[src/rtl/decoder_3to8_buf_pkg.sv]
// Shared definitions for the buffered 3-to-8 decoder: widths, occupancy
// state encodings and the code-to-one-hot decode function.
package dec_pkg;

  localparam int CODE_W   = 3;
  localparam int ONEHOT_W = 8;

  localparam logic [1:0] ST_EMPTY = 2'd0;
  localparam logic [1:0] ST_ONE   = 2'd1;
  localparam logic [1:0] ST_FULL  = 2'd2;

  // An encoder that saw no input bit set sends zero=1, which decodes to all-zero.
  function automatic logic [ONEHOT_W-1:0] code2onehot(input logic [CODE_W-1:0] code,
                                                      input logic              zero);
    return zero ? '0 : (ONEHOT_W'(1) << code);
  endfunction

endpackage

[src/rtl/decoder_3to8_buf_if.sv]
// Upstream code handshake and downstream one-hot handshake of the decoder.
// The decoder takes the slave modport; its driver/consumer takes master.
interface decoder_3to8_buf_if;
  import dec_pkg::*;

  logic [CODE_W-1:0]   in_code;
  logic                in_zero;
  logic                in_valid;
  logic                in_ready;
  logic [ONEHOT_W-1:0] out_onehot;
  logic                out_valid;
  logic                out_ready;

  modport master (
    output in_code, in_zero, in_valid, out_ready,
    input  in_ready, out_onehot, out_valid
  );

  modport slave (
    input  in_code, in_zero, in_valid, out_ready,
    output in_ready, out_onehot, out_valid
  );

endinterface

[src/rtl/decoder_3to8_buf_fifo2.sv]
// Two-entry FIFO of decoded one-hot words with a registered occupancy FSM.
// Ready/valid are decoded from the state register only.
module dec_fifo2
  import dec_pkg::*;
#(
  parameter int DEPTH = 2
) (
  input  logic                clk,
  input  logic                rst_n,
  input  logic [ONEHOT_W-1:0] wr_data_i,
  input  logic                wr_valid_i,
  output logic                wr_ready_o,
  output logic [ONEHOT_W-1:0] rd_data_o,
  output logic                rd_valid_o,
  input  logic                rd_ready_i
);

  logic [1:0]          state_q, state_d;
  logic                wr_ptr_q, rd_ptr_q;
  logic [ONEHOT_W-1:0] mem_q [DEPTH];
  logic                push, pop;

  assign wr_ready_o = (state_q != ST_FULL);
  assign rd_valid_o = (state_q != ST_EMPTY);
  assign rd_data_o  = rd_valid_o ? mem_q[rd_ptr_q] : '0;

  assign push = wr_valid_i && wr_ready_o;
  assign pop  = rd_valid_o && rd_ready_i;

  always_comb begin
    // NOTE: default first so every path assigns state_d and no latch is inferred.
    state_d = state_q;
    case (state_q)
      ST_EMPTY: if (push) state_d = ST_ONE;
      ST_ONE: begin
        if (push && !pop)      state_d = ST_FULL;
        else if (pop && !push) state_d = ST_EMPTY;
      end
      ST_FULL:  if (pop) state_d = ST_ONE;
      default:  state_d = ST_EMPTY;
    endcase
  end

  // NOTE: non-blocking assignments so all registers update together on the edge.
  always_ff @(posedge clk or negedge rst_n) begin
    if (!rst_n) begin
      state_q  <= ST_EMPTY;
      wr_ptr_q <= 1'b0;
      rd_ptr_q <= 1'b0;
    end else begin
      state_q <= state_d;
      if (push) wr_ptr_q <= ~wr_ptr_q;
      if (pop)  rd_ptr_q <= ~rd_ptr_q;
    end
  end

  // NOTE: storage is not reset; the output mux masks it while EMPTY.
  always_ff @(posedge clk) begin
    if (push) mem_q[wr_ptr_q] <= wr_data_i;
  end

endmodule

[src/rtl/decoder_3to8_buf.sv]
// Buffered 3-to-8 one-hot decoder: decodes at push time into a 2-entry FIFO.
// Define DEC_ZERO_CNT_EN to build the saturating count of accepted zero beats.
module decoder_3to8_buf
  import dec_pkg::*;
#(
  parameter int DEPTH = 2,
  parameter int CNT_W = 8
) (
  input  logic                   clk,
  input  logic                   rst_n,
  decoder_3to8_buf_if.slave      bus,
  output logic [CNT_W-1:0]       zero_cnt
);

  logic [ONEHOT_W-1:0] wr_word;

  assign wr_word = code2onehot(bus.in_code, bus.in_zero);

  dec_fifo2 #(
    .DEPTH (DEPTH)
  ) u_fifo (
    .clk        (clk),
    .rst_n      (rst_n),
    .wr_data_i  (wr_word),
    .wr_valid_i (bus.in_valid),
    .wr_ready_o (bus.in_ready),
    .rd_data_o  (bus.out_onehot),
    .rd_valid_o (bus.out_valid),
    .rd_ready_i (bus.out_ready)
  );

`ifdef DEC_ZERO_CNT_EN
  logic [CNT_W-1:0] zero_cnt_q, zero_cnt_d;

  // Saturates at all-ones; only reset clears it.
  always_comb begin
    zero_cnt_d = zero_cnt_q;
    if (bus.in_valid && bus.in_ready && bus.in_zero && (zero_cnt_q != '1))
      zero_cnt_d = zero_cnt_q + CNT_W'(1);
  end

  always_ff @(posedge clk or negedge rst_n) begin
    if (!rst_n) zero_cnt_q <= '0;
    else        zero_cnt_q <= zero_cnt_d;
  end

  assign zero_cnt = zero_cnt_q;
`else
  assign zero_cnt = '0;
`endif

endmodule

[src/flat_wrapper.sv]
// flat-port wrapper written by rule: the top's interface ports become plain ports
module decoder_3to8_buf_flat import dec_pkg::*;
#(
  parameter int DEPTH = 2,
  parameter int CNT_W = 8
)
  (clk, rst_n, zero_cnt, bus_in_code, bus_in_zero, bus_in_valid, bus_out_ready, bus_in_ready, bus_out_onehot, bus_out_valid);
  decoder_3to8_buf_if bus_i ();
  input  logic clk;
  input  logic rst_n;
  output logic [CNT_W-1:0] zero_cnt;
  input wire logic [$bits(bus_i.in_code)-1:0] bus_in_code;
  input wire logic [$bits(bus_i.in_zero)-1:0] bus_in_zero;
  input wire logic [$bits(bus_i.in_valid)-1:0] bus_in_valid;
  input wire logic [$bits(bus_i.out_ready)-1:0] bus_out_ready;
  output wire logic [$bits(bus_i.in_ready)-1:0] bus_in_ready;
  output wire logic [$bits(bus_i.out_onehot)-1:0] bus_out_onehot;
  output wire logic [$bits(bus_i.out_valid)-1:0] bus_out_valid;
  assign bus_i.in_code = bus_in_code;
  assign bus_i.in_zero = bus_in_zero;
  assign bus_i.in_valid = bus_in_valid;
  assign bus_i.out_ready = bus_out_ready;
  assign bus_in_ready = bus_i.in_ready;
  assign bus_out_onehot = bus_i.out_onehot;
  assign bus_out_valid = bus_i.out_valid;
  decoder_3to8_buf #(.DEPTH(DEPTH), .CNT_W(CNT_W)) u_core (.clk(clk), .rst_n(rst_n), .bus(bus_i), .zero_cnt(zero_cnt));
endmodule
[config.mk]
export PLATFORM = sky130hd
export DESIGN_NAME = decoder_3to8_buf_flat
export DESIGN_NICKNAME = d
export VERILOG_FILES = /design/src/rtl/decoder_3to8_buf_pkg.sv /design/src/rtl/decoder_3to8_buf_if.sv /design/src/rtl/decoder_3to8_buf_fifo2.sv /design/src/rtl/decoder_3to8_buf.sv /design/src/flat_wrapper.sv
export SDC_FILE = /design/constraint.sdc
export NUM_CORES = 1
export LEC_CHECK = 0
export ABC_AREA = 0
export ABC_CLOCK_PERIOD_IN_PS = 1900
export CORE_MARGIN = 2
export CORE_UTILIZATION = 43
export CTS_CLUSTER_DIAMETER = 40
export DETAILED_ROUTE_END_ITERATION = 10
export DONT_BUFFER_PORTS = 1
export PLACE_DENSITY_LB_ADDON = 0.12
export SLEW_MARGIN = 25
export SYNTH_ARGS = -nofsm -noshare
export SYNTH_HDL_FRONTEND = slang
export SYNTH_HIERARCHICAL = 1
export SYNTH_SLANG_ARGS = --single-unit
[constraint.sdc]
create_clock -name clk -period 1.9 [get_ports clk]
set_input_delay 0.475 -clock clk [delete_from_list [all_inputs] [get_ports clk]]
set_output_delay 0.475 -clock clk [all_outputs]
set_load 0.05 [all_outputs]
==> summary.txt, run 1 <==
STA
  – Clock skew: between 0.005 and 0.006 ns
  – Fin crit period: between 1.5 and 2 ns
  – Final hold vios: 0
  – Max-slew violations: 0
  – Setup TNS: 0 ns
  – Final Cycle Share: 95.27%
  – RSZ-0062 raised after global routing: false
  – Fmax: 552.4 MHz
  – Final setup viols: 0

Worst setup path
  – Endpoint type of the worst setup path: primary output
  – Reg2reg start: u_core/u_fifo/state_q[0]
  – Reg2reg path depth: 2
  – Maximum fanout along the worst path: 9
  – CP arrival: approximately 1.3 ns
  – Crit path launch type: flop
  – Setup slack, reg-to-reg: ~0.37 ns
  – Crit path kind: reg2out
  – Worst Path Required: about 1.4 ns
  – Worst R2R End: u_core/u_fifo/mem_q[1][7]

Yosys
  – Synth area leader: edfxtp_1
  – Mapped Cells: 69
  – Commonest cells post-synth: edfxtp_1 (16), buf_4 (9), mux2i_1 (9), nor2_1 (9), dfrtp_1 (4)
  – Top-area cell type share of the netlist area: roughly half
  – Async SR Flop Fraction: roughly a fifth
  – Most frequent cell after synthesis: edfxtp_1
  – Sequential area share after synthesis: around three fifths
  – #FFs+latches synth: 20
  – Number of flops mapped to enable cells by yosys: 16
  – Yosys warnings: 6
  – Prevailing post-synth register cell: edfxtp_1
  – Mapped Area: 944.7 um2
  – Synth cell types: 21
  – Top cells by area, synth: edfxtp_1 (51%), dfrtp_1 (11%), mux2i_1 (9.5%)
  – Mean post-synth cell area: between 10 and 15 um2

Place
  – HPWL Detailed: ~990 um
  – Post-DP Area: 0.001012 mm2
  – Gp weighted congestion: 0.7214
  – PortBufs: 0

Clock tree
  – Number of buffers on the longest clock path: 2
  – CTS HTree Levels: 1
  – Clk root buf: clkbuf_4
  – Clock sink count: 20
  – Post-CTS Setup Inserts: 0
  – Reg clk slew, reported paths: 0.11 ns
  – Inserted Clock Buffers: 3
  – TritonCTS clock tree: yes
  – Clk_lat worst skew: around 0.29 ns

Global routing
  – Initial antenna violation count: 0
  – Largest net degree at the start of global routing: 12
  – Global route hottest layer: met2
  – Gr usage total: about 12%
  – Met2 Use GR: 19.08%
  – M3 GR Usage: under 10%
  – Gr ovfl total: 0
  – First-pass GRT wire length: between 2 and 2.5 mm
  – M1 GR Usage: ~15%
  – Vias in the first global route: ~500

Die
  – Initial Util: between 40% and 50%
  – I/O pin cnt: 26
  – Core area: 0.002022 mm2
  – Die ar.: ~0.0026 mm2
  – Number of core rows: 16
  – Die width: 50.87 um
  – Die H: just over 50 um

Power and ir drop
  – Power Total: roughly 1.5 mW
  – Power density cells: between 1000 and 1500 mW/mm2
  – LEAKAGE: ~0.43 nW
  – Worst VDD drop: just under 0.7 mV

Drt
  – Routed wire length: around 1.4 mm
  – Total vias in the final route: approximately 540
  – First-pass DRT Iterations: 2
  – Vias per cell: between 4 and 5
  – DRC Markers: 0
  – Drt initial violations: 5
  – Final ANT Viol Nets: 0
  – Routed len/inst: 12.76 um

Min path
  – Worst Min Path Start: bus_out_ready
  – Worst hold path cell count: 1
  – Hold Crit Class: in2reg
  – Hold path endpoint: u_core/u_fifo/state_q[1]

Run
  – Max Cap Viol: 0

Finish
  – Fin nets: between 90 and 100
  – Fraction of layout cells with a size suffix above 1: around a quarter
  – Fillers: between 150 and 200
  – Area grow syn2layout: 12.58%
  – ANT cells: 0
  – Finished layout cell area: ~0.0011 mm2

Outcome
  – Outcome: finished, final reports clean
-- power breakdown --
part / switching [mW] / internal, mW
logic: 0.431 / 0.202
registers: 0.0397 / 0.579
clock network: 0.117 / 0.117
total: 0.588 / 0.897
-- registers in the layout, indices dropped and copies added, names as in the netlist --
| signal | cells |
|---|---|
| u_core/u_fifo/wr_ptr_q | 1 |
| u_core/u_fifo/state_q | 2 |
| u_core/u_fifo/mem_q | 16 |
| u_core/u_fifo/rd_ptr_q | 1 |
-- cells in the final DEF, fill, tap and decap left out --
cell type | netlist | final
a21oi_1 | 2 | 2
nor2_1 | 9 | 9
nor3b_1 | 1 | 1
clkbuf_8 | 0 | 1
edfxtp_1 | 16 | 16
and4b_2 | 1 | 1
conb_1 | 1 | 8
dfrtp_1 | 4 | 4
nor4b_1 | 3 | 3
and3_1 | 1 | 1
and4bb_2 | 3 | 3
nand2_1 | 1 | 1
mux2i_1 | 9 | 9
nand2b_4 | 1 | 1
nand3b_1 | 1 | 1
nor4_1 | 1 | 1
dlygate4sd3_1 | 0 | 1
clkbuf_4 | 0 | 3
o22ai_1 | 1 | 1
o21ai_0 | 1 | 1
buf_4 | 9 | 10
inv_1 | 1 | 1
xnor2_1 | 2 | 2
nor2_4 | 0 | 1
-- worst max-delay path by stage --
stage	startpoint	endpoint	slack, ns	cells past startpoint
floorplan	u_core/u_fifo/rd_ptr_q	bus_out_onehot[0]	0.15	3
global placement	u_core/u_fifo/state_q[1]	bus_out_valid	0.30	2
detailed placement	u_core/u_fifo/state_q[1]	bus_out_valid	0.28	2
CTS	u_core/u_fifo/state_q[1]	bus_out_onehot[6]	0.07	3
global route	u_core/u_fifo/state_q[1]	bus_out_onehot[3]	0.002	3
finish	u_core/u_fifo/state_q[1]	bus_out_onehot[6]	0.09	3
-- stage by stage --
stage          std cells  hold WS, ns  utilization [%]  worst slack [ns]
2_1_floorplan         76       0.1794                -            0.1456
3_3_place_gp         104       0.1795            50.06            0.2962
3_5_place_dp         104       0.1795            50.06            0.2761
4_1_cts              109       0.2171            52.60           0.06658
5_1_grt              109       0.2118            52.60          0.002133
6_report             109       0.2294            52.60           0.08983
-- routing by layer --
| layer | part of all wire, % | wire length, um |
|---|---|---|
| met5 | 0 | 0 |
| met4 | 0 | 0 |
| met3 | 7.1 | 99 |
| met2 | 44 | 615 |
| met1 | 49 | 676 |
-- critical path, cell delays in order, from the launching register on --
cell and delay [ns]:
dfrtp_1 0.49, nor2_4 0.27, nor2_1 0.09, buf_4 0.19
-- what timing repair did --
| item | CTS | global route |
|---|---|---|
| gates resized for setup | 1 | 0 |
| endpoints found under the setup margin | 9 | 0 |
| hold buffers | 1 | 0 |
| hold endpoints to repair | 4 | 0 |
-- cell families (layout without fill, tap and decap cells) --
family / Yosys count / in the layout / share of synthesized area, %
mux: 9 / 9 / 9.537
flops: 20 / 20 / 61.46
buf+inv: 10 / 16 / 7.549
other cells: 1 / 8 / 0.3970
xor+xnor: 2 / 2 / 1.855
compound gates: 4 / 4 / 2.252
simple gates: 23 / 23 / 16.96
-- final cells by class --
class                           count  area (um2)  area share (%)
Sequential cell                    20       580.6           54.59
Multi-Input combinational cell     46       324.1           30.47
Timing Repair Buffer               11       85.08           8.000
Clock buffer                        4       36.28           3.412
Tap cell                           27       33.78           3.176
Inverter                            1       3.754          0.3529
(Power assumes the default switching activity.)
==> inputs of run 2 (changes only) <==
--- a/config.mk
+++ b/config.mk
@@ -12,7 +12,9 @@
 export CTS_CLUSTER_DIAMETER = 40
 export DETAILED_ROUTE_END_ITERATION = 10
 export DONT_BUFFER_PORTS = 1
+export HOLD_SLACK_MARGIN = 0.15
 export PLACE_DENSITY_LB_ADDON = 0.12
+export SETUP_SLACK_MARGIN = 0.3
 export SLEW_MARGIN = 25
 export SYNTH_ARGS = -nofsm -noshare
 export SYNTH_HDL_FRONTEND = slang
==> run 2 against run 1 <==
  * Sequential power grew 2%
  * Die area stayed put
  * Clock skew shrank 0.0024 ns
  * First-iteration DRC count increased by 80%
  * Critical path depth rose by 1
  * Critical path type unchanged
  * Global-route usage grew 1.3 points
==> summary.txt, run 2 (same netlist as run 1, synthesis figures left out) <==
Global routing
  – Gr ovfl total: 0 (unchanged)
  – Gr usage total: 13.57% (+1.3 points)
  – Vias in the first global route: 570 (+14%)
  – First-pass GRT wire length: 2.546 mm (+11%)
  – Initial antenna violation count: 0 (unchanged)
  – Largest net degree at the start of global routing: 12 (unchanged)

Clock tree
  – TritonCTS clock tree: yes
  – CTS HTree Levels: 1 (unchanged)
  – Clk_lat worst skew: 0.29 ns (about the same)
  – Reg clk slew, reported paths: 0.10 ns (about the same)
  – Number of buffers on the longest clock path: 2 (unchanged)
  – Clk root buf: clkbuf_4
  – Clock sink count: 20 (unchanged)
  – Inserted Clock Buffers: 3 (unchanged)

Power and ir drop
  – Clock network power share: 14.0% (-1.7 points)
  – Seq pwr share: 37.1% (-4.5 points)
  – Cell Int Power: 1.043 mW (+16%)
  – Net Switching: 0.6545 mW (+11%)
  – Comb power frac: 49.0% (+6.4 points)
  – Power Total: 1.698 mW (+14%)
  – LEAKAGE: 0.4727 nW (+9.9%)
  – Worst VDD drop: 0.8061 mV (+16%)
  – Power density cells: 1405 mW/mm2 (+0.56%)
  – Sw frac: 38.55% (-1.0 points)

Drt
  – Drt initial violations: 9 (+4)
  – Routed len/inst: 13.44 um (+5.3%)
  – Vias per cell: 5.077 (+2.7%)
  – WL met2: 768 um (+25%)
  – First-pass DRT Iterations: 3 (+1)
  – Total vias in the final route: 594 (+10%)
  – Top Layer Used: met4
  – DRT met1 WL: 694 um (+2.7%)
  – Final ANT Viol Nets: 0 (unchanged)
  – DRC Markers: 0 (unchanged)
  – Routed wire length: 1.572 mm (+13%)
  – Met3 WL: 74 um (-25%)

Place
  – HPWL Detailed: 1.122 mm (+13%)
  – PortBufs: 0 (unchanged)
  – Gp weighted congestion: 0.7317 (+1.4%)

Outcome
  – Outcome: finished, final reports clean

STA
  – Setup TNS: 0 ns (unchanged)
  – Final setup viols: 0 (unchanged)
  – RSZ-0062 raised after global routing: true
  – Fin crit period: 1.744 ns (-0.06667 ns)
  – Final hold vios: 0 (unchanged)
  – Fmax: 573.6 MHz (+3.8%)
  – Clock skew: 0.002941 ns (-0.002395 ns)
  – Hold_ws: 0.2288 ns (-0.0006020 ns)
  – Max-slew violations: 0 (unchanged)
  – Final Cycle Share: 91.76% (-3.5 points)

Worst setup path
  – Reg2reg start: u_core/u_fifo/state_q[1]
  – Worst R2R End: u_core/u_fifo/mem_q[0][0]
  – Crit path kind: reg2out
  – Setup slack, reg-to-reg: 0.45 ns (+0.08 ns)
  – Crit path launch type: flop
  – CP arrival: 1.27 ns (-0.07 ns)
  – Endpoint type of the worst setup path: primary output
  – Worst Path Required: 1.42 ns (about the same)
  – Reg2reg path depth: 5 (+3)
  – Maximum fanout along the worst path: 5 (-4)

Finish
  – Fillers: 179 (-7.3%)
  – Top reg by flops: u_core/u_fifo/mem_q
  – ANT cells: 0 (unchanged)
  – Fraction of layout cells with a size suffix above 1: 48.89% (+24 points)
  – Commonest non-fill, non-tap cells in the layout: edfxtp_1 (16), buf_6 (13), conb_1 (8), nor2_2 (8), mux2i_1 (6)
  – Final Util: 59.78% (+7.2 points)
  – Most common cell after layout, fill and taps aside: edfxtp_1
  – Fin nets: 99 (+8.8%)
  – Number of flip-flops under the largest register name: 16 (unchanged)
  – Area grow syn2layout: 27.95%
  – Largest regs: u_core/u_fifo/mem_q x16, u_core/u_fifo/state_q x2

Die
  – Die ar.: 0.002588 mm2 (unchanged)
  – I/O pin cnt: 26 (unchanged)
  – Initial Util: 46.72% (unchanged)
  – Number of core rows: 16 (unchanged)
  – Die H: 50.87 um (unchanged)
  – Core area: 0.002022 mm2 (unchanged)
  – Die width: 50.87 um (unchanged)

Run
  – Max Cap Viol: 0 (unchanged)

Min path
  – Worst hold path cell count: 1 (unchanged)
  – Hold Crit Class: in2reg
  – Worst Min Path Start: bus_out_ready
  – Hold path endpoint: u_core/u_fifo/state_q[1]
## run 2: cell types whose count changed in the layout (fill, tap and decap cells not counted), moves of 3 or more
| cell | change |
|---|---|
| dfrtp_1 | -3 |
| mux2i_1 | -3 |
| mux2i_2 | +3 |
| dfrtp_2 | +3 |
| nor2_2 | +8 |
| buf_4 | -5 |
| buf_6 | +13 |
| nor2_1 | -8 |
## run 2: layout make-up
cell class / instances / area, um2 / share of cell area (%)
multi-input cells: 46 / 356.6 / 29.50
well taps: 27 / 33.78 / 2.795
inverters: 1 / 3.754 / 0.3106
clock buffers: 4 / 36.28 / 3.002
flip-flops and latches: 20 / 584.3 / 48.34
repair buffers: 19 / 193.9 / 16.05
## run 2: routing by layer
metal | GRT usage [%] | vias to the layer above
met4 | 6.757 | 0
met3 | 2.632 | 4
met5 | 0 | -
met1 | 17.52 | 286
li1 | - | 281
met2 | 21.93 | 23
## run 2: how the worst max path moves through the flow
stage | startpoint | end | slack, ns
after floorplan | u_core/u_fifo/state_q[1] | bus_out_valid | 0.27
after global placement | u_core/u_fifo/rd_ptr_q | bus_out_onehot[0] | 0.27
after detailed placement | u_core/u_fifo/rd_ptr_q | bus_out_onehot[0] | 0.26
after CTS | u_core/u_fifo/rd_ptr_q | bus_out_onehot[6] | 0.17
after global routing | u_core/u_fifo/rd_ptr_q | bus_out_onehot[4] | 0.11
final | u_core/u_fifo/rd_ptr_q | bus_out_onehot[2] | 0.16
## run 2: critical path, stage by stage (launching register included)
cell	delay [ns]
dfrtp_2	0.43
buf_6	0.14
mux2i_1	0.13
nor2_2	0.12
buf_6	0.16
## run 2: metrics by stage
stage                     instance area (um2)  cells  worst slack (ns)
after floorplan                         991.0     76            0.2701
after global placement                   1047    106            0.2724
after detailed placement                 1047    106            0.2598
after CTS                                1177    115            0.1653
after global routing                     1209    117            0.1071
final                                    1209    117            0.1565
## run 2: power groups by stage
stage | Clock [mW] | Combinational [mW] | Sequential (mW)
finish | 0.237 | 0.831 | 0.629
global route | 0.265 | 0.876 | 0.638
CTS | 0.246 | 0.792 | 0.622
detailed placement | 0 | 0.620 | 0.677
global placement | 0 | 0.617 | 0.673
floorplan | 0 | 0.535 | 0.618
## run 2: what timing repair did
action / in CTS / in global routing
pin swaps: 1 / 2
buffers inserted: 4 / 2
setup endpoints to repair: 9 / 18
gates resized for setup: 18 / 5
hold buffers: 1 / 0
endpoints found under the hold margin: 4 / 0
==> inputs of run 3 (changes only) <==
--- a/config.mk
+++ b/config.mk
@@ -15,7 +15,7 @@
 export HOLD_SLACK_MARGIN = 0.15
 export PLACE_DENSITY_LB_ADDON = 0.12
 export SETUP_SLACK_MARGIN = 0.3
-export SLEW_MARGIN = 25
+export SLEW_MARGIN = 20
 export SYNTH_ARGS = -nofsm -noshare
 export SYNTH_HDL_FRONTEND = slang
 export SYNTH_HIERARCHICAL = 1
==> results of run 3 <==
Final layout, timing and power as in run 2 (identical DEF).
